**src/rtl/spi_cmd_master.sv**
```systemverilog
// Command-level SPI master: serializes a 10-bit opcode+payload word per SS_n frame
// and, for opcode 11, captures the slave's 8-bit reply from MISO.
module spi_cmd_master #(
    parameter int unsigned PRE_CYCLES = 2,
    parameter int unsigned RD_WAIT    = 2,
    parameter int unsigned GAP_CYCLES = 2
) (
    input  logic       clk,
    input  logic       rst,
    input  logic       cmd_valid,
    output logic       cmd_ready,
    input  logic [9:0] cmd_data,
    output logic [7:0] rd_data,
    output logic       rd_valid,
    output logic       busy,
    output logic       SS_n,
    output logic       MOSI,
    input  logic       MISO
);

    typedef enum logic [2:0] {
        ST_IDLE    = 3'd0,
        ST_START   = 3'd1,
        ST_SHIFT   = 3'd2,
        ST_WAIT_RD = 3'd3,
        ST_RECV    = 3'd4,
        ST_GAP     = 3'd5
    } state_t;

    localparam logic [3:0] PRE_LD   = 4'(PRE_CYCLES);
    localparam logic [3:0] RDW_LD   = 4'(RD_WAIT);
    localparam logic [3:0] GAP_LD   = 4'(GAP_CYCLES);
    localparam logic [3:0] SHIFT_LD = 4'd10;
    localparam logic [3:0] RECV_LD  = 4'd8;

    state_t      state_q;
    logic [3:0]  cnt_q;
    logic [9:0]  cmd_q;
    logic        is_rd_q;
    logic [7:0]  rx_q;
    logic [7:0]  rd_data_q;
    logic        rd_valid_q;
    logic        ss_n_q;
    logic        mosi_q;
    logic        rx_en_q;
    logic        rx_last_q;
    logic        last_s;

    assign last_s    = (cnt_q == 4'd1);
    assign cmd_ready = (state_q == ST_IDLE);
    assign busy      = (state_q != ST_IDLE);
    assign rd_data   = rd_data_q;
    assign rd_valid  = rd_valid_q;
    assign SS_n      = ss_n_q;
    assign MOSI      = mosi_q;

    // Frame sequencer; pin outputs are registered from the state held before each edge,
    // so the pins trail the state by one cycle and MISO capture is delayed to match.
    always_ff @(posedge clk) begin
        if (rst) begin
            state_q    <= ST_IDLE;
            cnt_q      <= 4'd0;
            cmd_q      <= 10'd0;
            is_rd_q    <= 1'b0;
            rx_q       <= 8'h00;
            rd_data_q  <= 8'h00;
            rd_valid_q <= 1'b0;
            ss_n_q     <= 1'b1;
            mosi_q     <= 1'b0;
            rx_en_q    <= 1'b0;
            rx_last_q  <= 1'b0;
        end else begin
            ss_n_q     <= 1'b1;
            mosi_q     <= 1'b0;
            rx_en_q    <= 1'b0;
            rx_last_q  <= 1'b0;
            rd_valid_q <= rx_last_q;
            if (rx_en_q) begin
                rx_q <= {rx_q[6:0], MISO};
            end else begin
                rx_q <= rx_q;
            end
            // The final sample goes straight into rd_data so it lands as SS_n rises.
            if (rx_last_q) begin
                rd_data_q <= {rx_q[6:0], MISO};
            end else begin
                rd_data_q <= rd_data_q;
            end

            case (state_q)
                ST_IDLE: begin
                    if (cmd_valid) begin
                        cmd_q   <= cmd_data;
                        is_rd_q <= (cmd_data[9:8] == 2'b11);
                        cnt_q   <= PRE_LD;
                        state_q <= ST_START;
                    end else begin
                        cnt_q   <= 4'd0;
                    end
                end
                ST_START: begin
                    ss_n_q <= 1'b0;
                    mosi_q <= cmd_q[9];
                    if (last_s) begin
                        cnt_q   <= SHIFT_LD;
                        state_q <= ST_SHIFT;
                    end else begin
                        cnt_q   <= cnt_q - 4'd1;
                    end
                end
                ST_SHIFT: begin
                    ss_n_q <= 1'b0;
                    mosi_q <= cmd_q[9];
                    cmd_q  <= {cmd_q[8:0], 1'b0};
                    if (last_s) begin
                        if (!is_rd_q) begin
                            cnt_q   <= GAP_LD;
                            state_q <= ST_GAP;
                        end else if (RD_WAIT == 0) begin
                            cnt_q   <= RECV_LD;
                            state_q <= ST_RECV;
                        end else begin
                            cnt_q   <= RDW_LD;
                            state_q <= ST_WAIT_RD;
                        end
                    end else begin
                        cnt_q <= cnt_q - 4'd1;
                    end
                end
                ST_WAIT_RD: begin
                    ss_n_q <= 1'b0;
                    if (last_s) begin
                        cnt_q   <= RECV_LD;
                        state_q <= ST_RECV;
                    end else begin
                        cnt_q   <= cnt_q - 4'd1;
                    end
                end
                ST_RECV: begin
                    ss_n_q    <= 1'b0;
                    rx_en_q   <= 1'b1;
                    rx_last_q <= last_s;
                    if (last_s) begin
                        cnt_q   <= GAP_LD;
                        state_q <= ST_GAP;
                    end else begin
                        cnt_q   <= cnt_q - 4'd1;
                    end
                end
                ST_GAP: begin
                    if (last_s) begin
                        cnt_q   <= 4'd0;
                        state_q <= ST_IDLE;
                    end else begin
                        cnt_q   <= cnt_q - 4'd1;
                    end
                end
                default: begin
                    cnt_q   <= 4'd0;
                    state_q <= ST_IDLE;
                end
            endcase
        end
    end

endmodule
```
**config.mk**
```make
export PLATFORM = sky130hd
export DESIGN_NAME = spi_cmd_master
export DESIGN_NICKNAME = d
export VERILOG_FILES = /design/src/rtl/spi_cmd_master.sv
export SDC_FILE = /design/constraint.sdc
export NUM_CORES = 1
export LEC_CHECK = 0
export BUFFER_PORTS_ARGS = -buffer_cell sky130_fd_sc_hd__buf_4
export CAP_MARGIN = 10
export CELL_PAD_IN_SITES_DETAIL_PLACEMENT = 0
export CELL_PAD_IN_SITES_GLOBAL_PLACEMENT = 1
export CORE_ASPECT_RATIO = 1.75
export CORE_UTILIZATION = 42
export CTS_BUF_LIST = sky130_fd_sc_hd__clkbuf_8
export DETAILED_ROUTE_END_ITERATION = 12
export HOLD_SLACK_MARGIN = 0.06
export MAX_ROUTING_LAYER = met4
export PLACE_DENSITY = 0.82
export SYNTH_ARGS = -nofsm -noshare
export SYNTH_HDL_FRONTEND = slang
export SYNTH_SLANG_ARGS = --single-unit
export TNS_END_PERCENT = 30
```
**constraint.sdc**
```tcl
create_clock -name clk -period 2.3 [get_ports clk]
set_clock_uncertainty 0.15 [all_clocks]
set_input_delay 0.23 -clock clk [delete_from_list [all_inputs] [get_ports clk]]
set_output_delay 0.23 -clock clk [all_outputs]
set_load 0.02 [all_outputs]
```
# == Word level (Yosys, flattened, before mapping) ==
# Index checks and enable logic that the tools add are counted.
# word_totals
reg_bits,38
input_bits,14
output_inout_bits,13
wordCells,56
# classes
add_sub_neg,1
eq_ne,13
n_mux,18
bitwise_logic,2
reduce_logical,11
# ops
cell,n
3-bit two-way mux,7
10-bit case mux with 2 select lines,1
4-bit case mux with 5 select lines,1
3-bit case mux with 6 select lines,1
4-bit two-way mux,4
"2-bit inequality test, second input constant",6
10-bit two-way mux,1
2-bit OR reduction,4
"3-bit by 2-bit equality test with 1-bit output, second input constant",2
"3-bit equality test, second input constant",2
6-bit AND reduction,1
"4-bit by 1-bit equality test with 1-bit output, second input constant",1
2-bit AND reduction,2
4-bit OR reduction,1
"4-bit by 1-bit subtractor with 4-bit output, second input constant",1
"3-bit by 1-bit equality test with 1-bit output, second input constant",1
3-bit zero test,1
3-bit nonzero test,1
"2-bit equality test, second input constant",1
1-bit two-way mux,2
2-bit two-way mux,1
1-bit NOT,2
2-bit nonzero test,1

# == Longest topological paths before layout ==
# Gate-level depths: netlist of run 1.
# depth
word_depth,4
ltp_mapped,6
depth_no_buf,5

# == Worst setup path after synthesis of run 1 ==
# Ideal clock, no wire load.
# synth_timing
path_type,flip-flop to flip-flop
from,register cnt_q[0]
to,register state_q[2]
arrival_time_ns,1.591
setup_slack_ns,0.473
stages_incl_launch_ff,5
path_buffers,0
synth_period_minus_slack_ns,1.827
path_cell_list,dfxtp_1 > ha_1 > or3b_1 > or4b_1 > a221oi_2
# synth_via
elab_chain_len,3
elab_cells_between_ends,7
# synth_lines
item,line_no,text
start: declaration,37,logic [3:0] cnt_q;
start signal: assignment,108,cnt_q <= cnt_q - 4'd1;
start signal: assignment,127,cnt_q <= cnt_q - 4'd1;
start signal: assignment,136,cnt_q <= cnt_q - 4'd1;
4-bit by 1-bit equality test with 1-bit output (*),49,assign last_s = (cnt_q == 4'd1);
2-bit inequality test (no source line),--,
6-bit AND reduction (no source line) (*),--,
end signal: assignment,61,state_q <= ST_IDLE;
end signal: assignment,96,state_q <= ST_START;
end signal: assignment,106,state_q <= ST_SHIFT;
end: declaration,36,state_t state_q;
# Mark *: on every way between the ends. The rest lies on a longest branch, timed or not.
# A chain may end at the register's enable or synchronous reset.

# == Final worst setup path of run 1 ==
# Same ends and word-level chain as after synthesis.

==> run metrics, run 1 <==
CP max stage delay=0.51 ns; largest area contributor in the netlist=dfxtp_1; Routed WL per cell=15.29 µm; RSZ-0062 raised after global routing=false; Pins Over Slew Limit=0; total number of vias=1,293; synth warn=0; crit path setup slack, layout=0.2609 ns; H-Tree Level Count=2; initial antenna violation count=0; sequential-to-total area share from yosys stat=0.4688; Initial Util=0.4428; Max Freq=490.4 MHz; Inst Count DP=227; drt pass-1 iters=4; Std-Cell Rows=29; Residual DRC=0; Synth cell types=41; Final #Nets=205; final worst-path cycle share=0.8866; crit-path cells=ha_1 > or3b_1 > or4b_1 > a221oi_2; crit start category=register; Core Footprint=3665 µm²; Fin. Hold Viols=0; CTS resizes=0; CP max FO=5; r2r startpoint=cnt_q[0]; post-DP HPWL=2533 µm; Sink Count=38; post-route ant nets=0; non-filler cells, final=235; Post-Synthesis Cells=167; Total GRT Usage=0.1946; Crit path max-delay family=simple AND/OR/NAND/NOR gates; layout cells sized above 1=0.2116; Remaining Overflow, GRT=0; Reg clk slew, reported paths=0.07 ns; root buffer cell=clkbuf_8; Leak=0.7174 nW; P&R area growth vs syn=18.50%; die area=4126 µm²; worst reg2reg path depth=4; Syn Nets=183; pwr dens=686.4 nW/µm²; setup bufs post-CTS=0; Hold Path Sink=is_rd_q; gp weighted congestion=0.7723; WHS Path Cells=3; Final min period=2.039 ns; vias per std cell=5.502; Filler cells=338; Slew @ Worst Pin=0.7166 ns; number of port buffers=26; Mapped Avg Cell Area=9.717 µm²; CTS tree=done; total CTS buffers=5; post-place setup slack=0.3111 ns; WP data required=2.35 ns; Worst VDD drop=555.9 µV; main area contributors after synthesis=dfxtp_1 47%, mux2i_1 15%, a211oi_1 5.1%; crit path buf inv count=0; setup TNS=0 ns; via count of the first global-routing pass=1,319; final wirelength=3593 µm; R2R Setup Slk=0.26 ns; Yosys reg bits=38; type of the worst min-delay path=input port to register; Clock Latency Late Sink=0.29 ns; main flop type after synthesis=dfxtp_1; critical path type=register to register; post-synth design cell area=1623 µm²; Clock Path Buffers=2; Ant. Diodes=0; ys async rst share=0; I/O pin count=27; Synth top area share=0.4688; EDFF count, synth=0; CP max-delay cell=or4b_1; setup violators final=0; critical path capture point type=register; Worst slew margin=0.5205; largest net degree at the start of global routing=34; hold path startpoint=cmd_data[9]; Die Span Y=84.23 µm; die width=48.99 µm; Crit Reg-Reg Endpoint=state_q[2]; drt first-iter violations=41; Max Cap Viol=0; Arr. time, crit path=2.09 ns; global-route wire length before repair=5989 µm; status=complete, no violations
==> worst reg2reg max path, delay by kind of cell (launching register included) <==
family                   cells  cell delay (ns)
flip-flops                   1             0.41
adder cells (fa/ha/maj)      1             0.24
AO/OA/AOI/OAI                1             0.25
AND/OR/NAND/NOR              2             0.91
==> flip-flops by register name, summed over array words and instances (netlist names), 3 cells and up <==
signal	flops
cnt_q	4
rx_q	7
rd_data	8
state_q	3
cmd_q	10
==> power by group <==
part           internal (mW)  total, mW  switching (mW)
sequential             0.688      0.719          0.0304
clock                  0.203      0.425           0.221
combinational         0.0815      0.177          0.0953
==> synthesized netlist by cell type, drive strengths merged (2+ instances only) <==
cell type	number
nor3b	2
a21oi	15
nor3	4
o21bai	2
mux2i	24
or3b	2
ha	2
dfxtp	38
o21ai	5
inv	6
a221oi	2
clkbuf	10
buf	4
nor2	18
a211oi	11
nand3b	2
nor2b	3
==> layout make-up <==
type                       instances  area (µm²)  share of cell area
multi-input combinational        109       783.3              0.4073
clock buffer                       5       68.82             0.03578
inverter                           6       22.52             0.01171
timing repair buffer              29       220.2              0.1145
clock inverter                     2       10.01            0.005205
sequential                        38       760.7              0.3956
tap                               46       57.56             0.02993
==> layout by cell type (no fill, tap or decap), drive strengths merged, types with 2 or more instances in the layout <==
cell type and n:
clkbuf 5, nor3b 2, o21ai 5, mux2i 24
a211oi 11, o21bai 2, or3b 2, ha 2
nor2 18, buf 28, dfxtp 38, nor3 4
nor2b 3, a221oi 2, a21oi 15, nand3b 2
inv 6, clkinv 2
==> per-layer routing <==
metal  share of wire  track usage  vias to the layer above
met2            0.54       0.3396                       34
met1            0.39       0.1959                      613
met4           0.027       0.1096                        0
met3           0.036      0.04167                       10
li1                -            -                      636
met5               0            -                        -
==> timing repair <==
item,4_1_cts,5_1_grt
endpoints found under the hold margin,2,0
hold buffers,1,0
endpoints found under the setup margin,0,0
==> worst max path at each step <==
stage                  start  cells past startpoint         end
floorplan           cnt_q[0]                      4  state_q[2]
global placement    cnt_q[0]                      4  state_q[2]
detailed placement  cnt_q[0]                      4  state_q[2]
CTS                 cnt_q[0]                      4  state_q[2]
global route        cnt_q[0]                      4  state_q[2]
finish              cnt_q[0]                      4  state_q[2]
==> per-stage QoR <==
step                instance area [µm²]  utilization  total power [mW]  hold slack (ns)
floorplan                          1623            -            0.8463           0.1591
global placement                   1834       0.5005            0.8968           0.3234
detailed placement                 1834       0.5005            0.9074           0.3351
CTS                                1923       0.5248             1.339          0.07537
global route                       1923       0.5248             1.385          0.08410
finish                             1923       0.5248             1.320          0.08174
==> kinds of logic (layout without fill, tap and decap cells) <==
logic type	Yosys count	in the layout	share of synthesized area
XOR/XNOR	2	2	0.01080
AND/OR/NAND/NOR	42	42	0.1488
AO/OA/AOI/OAI	39	39	0.1596
flip-flops	38	38	0.4688
adder cells (fa/ha/maj)	2	2	0.01542
buffers and inverters	20	42	0.04857
multiplexers	24	24	0.1480
Power figures use the tool's default switching activity.
==> run 2: changes to the inputs <==
--- a/config.mk
+++ b/config.mk
@@ -16,6 +16,7 @@
 export HOLD_SLACK_MARGIN = 0.06
 export MAX_ROUTING_LAYER = met4
 export PLACE_DENSITY = 0.82
+export SETUP_SLACK_MARGIN = 0.3
 export SYNTH_ARGS = -nofsm -noshare
 export SYNTH_HDL_FRONTEND = slang
 export SYNTH_SLANG_ARGS = --single-unit
==> run metrics, run 2 (synthesis results as in run 1) <==
Core Footprint=3665 µm² (unchanged); sw power=349.1 µW (+0.57%); Net Sw Frac=0.2637 (+0.0007282); layout cells sized above 1=0.2275 (+0.01587); power share of the clock group=0.321 (about the same); critical path type=register to register; commonest non-fill, non-tap cell in the layout=dfxtp_1; CP max FO=4 (-1); register area=763.2 µm² (+0.33%); Routed WL per cell=15.33 µm (+0.25%); crit path from=cnt_q[1]; crit start category=register; total CTS buffers=5 (unchanged); worst reg2reg path depth=5 (+1); Fin. Hold Viols=0 (unchanged); Sink Count=38 (unchanged); Pint=974.8 µW (+0.19%); vias per std cell=5.485 (-0.31%); Largest Register=cmd_q; Arr. time, crit path=2.03 ns (-0.06 ns); combinational power share=0.136 (+0.002); flip-flop count of the largest register after layout=10 (unchanged); Initial Util=0.4428 (unchanged); Final min period=1.981 ns (-0.05820 ns); Slew @ Worst Pin=0.7167 ns (+0.00004375 ns); gp weighted congestion=0.7723 (unchanged); Die Span Y=84.23 µm (unchanged); Max Cap Viol=0 (unchanged); largest net degree at the start of global routing=34 (unchanged); Worst VDD drop=556.3 µV (about the same); multi-input logic area=795.8 µm² (+1.6%); Max Freq=504.8 MHz (+2.9%); Std-Cell Rows=29 (unchanged); crit path to=state_q[2]; status=complete, no violations; WP data required=2.35 ns (about the same); Remaining Overflow, GRT=0 (unchanged); Crit Reg-Reg Endpoint=state_q[2]; Pins Over Slew Limit=0 (unchanged); setup bufs post-CTS=0 (unchanged); I/O pin count=27 (unchanged); CTS tree=done; pwr dens=683.1 nW/µm² (-0.48%); Residual DRC=0 (unchanged); final wirelength=3602 µm (+0.25%); Reg power frac=0.544 (about the same); Final #Nets=205 (unchanged); initial antenna violation count=0 (unchanged); Reg clk slew, reported paths=0.07 ns (about the same); Clock Path Buffers=2 (unchanged); Worst slew margin=0.5204 (about the same); r2r startpoint=cnt_q[1]; drt pass-1 iters=4 (unchanged); Ant. Diodes=0 (unchanged); type of the worst min-delay path=input port to register; Filler cells=335 (-0.89%); setup violators final=0 (unchanged); post-route ant nets=0 (unchanged); R2R Setup Slk=0.32 ns (+0.06 ns); Clock Latency Late Sink=0.29 ns (about the same); critical path capture point type=register; crit-path cells=inv_1 > ha_4 > or3b_1 > or4b_1 > a221oi_2; die area=4126 µm² (unchanged); RSZ-0062 raised after global routing=true; setup TNS=0 ns (unchanged); most frequent cells in the layout=36 x dfxtp_1, 28 x buf_4, 24 x mux2i_1; number of port buffers=26 (unchanged); CP max stage delay=0.51 ns (about the same); Fin Hold WS=0.08175 ns (+0.000007400 ns); H-Tree Level Count=2 (unchanged); P&R area growth vs syn=19.43%; drt first-iter violations=38 (-7.3%); final worst-path cycle share=0.8613 (-0.02530); CP max-delay cell=or4b_1; total number of vias=1,289 (-0.31%); Total GRT Usage=0.1942 (-0.0003837); die width=48.99 µm (unchanged); root buffer cell=clkbuf_8; post-DP HPWL=2533 µm (unchanged); global-route wire length before repair=5975 µm (-0.23%); Leak=0.7183 nW (+0.13%); via count of the first global-routing pass=1,316 (-0.23%)
## run 2: per-layer routing
layer,global-route usage,wire (µm),up-vias
li1,-,-,634
met1,0.1948,1417,609
met2,0.3396,1957,36
met3,0.04167,130,10
met4,0.1096,97,0
met5,-,0,-
## run 2: worst min-delay path by stage
stage | from | to | slack, ns | depth (start not counted)
after floorplan | rst | rx_en_q | 0.16 | 1
after global placement | MISO | rx_q[0] | 0.32 | 3
after detailed placement | is_rd_q | is_rd_q | 0.34 | 2
after CTS | cmd_data[9] | is_rd_q | 0.08 | 3
after global routing | cmd_data[9] | is_rd_q | 0.08 | 3
final | cmd_data[9] | is_rd_q | 0.08 | 3
## run 2: power by group through the flow
stage          registers (mW)  logic, mW  clock network, mW
5_1_grt                 0.724      0.197              0.468
3_5_place_dp            0.733      0.175                  0
3_3_place_gp            0.730      0.167                  0
6_report                0.720      0.180              0.425
4_1_cts                 0.718      0.178              0.444
2_1_floorplan           0.720      0.127                  0
## run 2: worst max-delay path, delay by kind of cell (launching register included)
kind            cells  cell delay (ns)
simple gates        2             0.89
flops               1             0.33
compound gates      1             0.25
fa+ha+maj           1             0.16
buf+inv             1             0.12
## run 2: final cells by class
| class | count | area share |
|---|---|---|
| Tap cell | 46 | 0.02970 |
| Multi-Input combinational cell | 109 | 0.4106 |
| Clock buffer | 5 | 0.03551 |
| Sequential cell | 38 | 0.3938 |
| Timing Repair Buffer | 29 | 0.1136 |
| Inverter | 6 | 0.01162 |
| Clock inverter | 2 | 0.005165 |
## run 2: per-stage QoR
stage / utilization / power [mW] / std cells / area [µm²] / worst slack (ns)
6_report: 0.5288 / 1.324 / 235 / 1938 / 0.3191
5_1_grt: 0.5288 / 1.389 / 235 / 1938 / 0.2606
4_1_cts: 0.5258 / 1.340 / 235 / 1927 / 0.3018
3_5_place_dp: 0.5005 / 0.9074 / 227 / 1834 / 0.3111
3_3_place_gp: 0.5005 / 0.8968 / 227 / 1834 / 0.4239
2_1_floorplan: - / 0.8463 / 167 / 1623 / 0.4728
## run 2: repair_timing
item / 4_1_cts / 5_1_grt
hold buffers: 1 / 0
setup endpoints to repair: 1 / 5
hold endpoints to repair: 2 / 0
resized for setup: 2 / 2
pin swaps: 0 / 0
==> run 3: changes to the inputs <==
--- a/config.mk
+++ b/config.mk
@@ -11,7 +11,7 @@
 export CELL_PAD_IN_SITES_GLOBAL_PLACEMENT = 1
 export CORE_ASPECT_RATIO = 1.75
 export CORE_UTILIZATION = 42
-export CTS_BUF_LIST = sky130_fd_sc_hd__clkbuf_8
+export CTS_BUF_LIST = sky130_fd_sc_hd__clkbuf_4
 export DETAILED_ROUTE_END_ITERATION = 12
 export HOLD_SLACK_MARGIN = 0.06
 export MAX_ROUTING_LAYER = met4
==> run metrics, run 3 (synthesis results as in run 1) <==
status=complete, no violations; setup bufs post-CTS=0 (unchanged); most frequent cells in the layout=34 x dfxtp_1, 28 x buf_4, 24 x mux2i_1; Largest Register=cmd_q; Clock Latency Late Sink=0.34 ns (+0.05 ns); Initial Util=0.4428 (unchanged); Leak=0.7201 nW (+0.25%); type of the worst min-delay path=input port to register; fin util=0.5302 (+0.001366); Std-Cell Rows=29 (unchanged); Clock Path Buffers=2 (unchanged); total number of vias=1,299 (+0.78%); crit path setup slack, layout=0.3401 ns (+0.02096 ns); crit start category=register; Reg clk slew, reported paths=0.11 ns (+0.04 ns); drt first-iter violations=45 (+18%); die area=4126 µm² (unchanged); total CTS buffers=5 (unchanged); CTS tree=done; Routed WL per cell=15.03 µm (-2.0%); H-Tree Level Count=2 (unchanged); Inst Count DP=227 (unchanged); P&R area growth vs syn=19.74%; Max Cap Viol=0 (unchanged); final worst-path cycle share=0.8521 (-0.009114); CP max FO=4 (unchanged); Final min period=1.960 ns (-0.02096 ns); Max Freq=510.2 MHz (+1.1%); Remaining Overflow, GRT=0 (unchanged); number of port buffers=26 (unchanged); pwr dens=629.3 nW/µm² (-7.9%); Fin. Hold Viols=0 (unchanged); root buffer cell=clkbuf_4; non-filler cells, final=238 (+1.3%); post-route ant nets=0 (unchanged); critical path capture point type=register; Worst VDD drop=505.7 µV (-9.1%); Arr. time, crit path=2.06 ns (+0.03 ns); drt pass-1 iters=4 (unchanged); vias per std cell=5.458 (-0.49%); WP data required=2.40 ns (+0.05 ns); Final #Nets=208 (+1.5%); Pwr Total=1.223 mW (-7.6%); RSZ-0062 raised after global routing=true; global-route wire length before repair=5982 µm (+0.12%); Ant. Diodes=0 (unchanged); post-DP HPWL=2533 µm (unchanged); Core Footprint=3665 µm² (unchanged); Sink Count=38 (unchanged); I/O pin count=27 (unchanged); largest net degree at the start of global routing=34 (unchanged); gp weighted congestion=0.7723 (unchanged); setup violators final=0 (unchanged); Total GRT Usage=0.1949 (+0.0007675); Slew @ Worst Pin=0.7213 ns (+0.004589 ns); die width=48.99 µm (unchanged); commonest non-fill, non-tap cell in the layout=dfxtp_1; flip-flop count of the largest register after layout=10 (unchanged); Die Span Y=84.23 µm (unchanged); initial antenna violation count=0 (unchanged); setup TNS=0 ns (unchanged); Worst slew margin=0.5174 (-0.003070); via count of the first global-routing pass=1,315 (-0.076%); critical path type=register to register; post-place setup slack=0.3111 ns (unchanged); Pins Over Slew Limit=0 (unchanged); Residual DRC=0 (unchanged); final wirelength=3576 µm (-0.72%); layout cells sized above 1=0.2448 (+0.01728)
[run 3: changes by cell type in the layout (fill, tap and decap cells not counted)]
cell / change
dfxtp_2: +2
or4b_4: +1
dfxtp_1: -2
clkbuf_4: +5
clkbuf_8: -5
inv_1: -1
inv_2: +1
or4b_1: -1
dlygate4sd3_1: +3
[run 3: worst paths after layout]
path | start | endpoint | slack, ns | depth (start not counted)
worst min-delay path | cmd_data[6] | cmd_q[6] | 0.09 | 3
worst max register to register | cnt_q[1] | state_q[2] | 0.34 | 5
worst max-delay path | cnt_q[1] | state_q[2] | 0.34 | 5
worst min register to register | is_rd_q | is_rd_q | 0.34 | 2
[run 3: cell type report]
| type | instances | area, µm² |
|---|---|---|
| multi-input combinational | 109 | 799.5 |
| sequential | 38 | 765.7 |
| inverter | 6 | 22.52 |
| clock inverter | 2 | 10.01 |
| clock buffer | 5 | 37.54 |
| tap | 46 | 57.56 |
| fill | 335 | 1722 |
| timing repair buffer | 32 | 250.2 |
[run 3: per-stage QoR]
stage | cell area, µm² | hold WS (ns)
detailed placement | 1834 | 0.3351
global route | 1943 | 0.07061
global placement | 1834 | 0.3234
finish | 1943 | 0.08725
CTS | 1927 | 0.07307
floorplan | 1623 | 0.1591
[run 3: critical path, stage by stage, from the launching register on]
cell and delay [ns]:
dfxtp_2 0.35, inv_2 0.08, ha_4 0.14, or3b_1 0.39, or4b_4 0.50, a221oi_2 0.26
[run 3: power by group]
group	switching, mW	internal [mW]	total, mW	leakage [nW]
Sequential	0.0313	0.689	0.720	0.311
Combinational	0.0974	0.0864	0.184	0.378
Clock	0.209	0.110	0.319	0.0308
Total	0.337	0.885	1.22	0.720
[run 3: repair_timing]
action,CTS,global route
endpoints found under the setup margin,2,2
resized for setup,3,5
pin swaps,0,1
hold buffers,4,0
hold endpoints to repair,3,0
[run 3: per-layer routing]
layer  up-vias  routed length [µm]  GRT usage
li1        640                   -          -
met1       619                1408     0.1948
met2        32                1961     0.3434
met3         8                 118    0.04529
met4         0                  88     0.1016
met5         -                   0          -
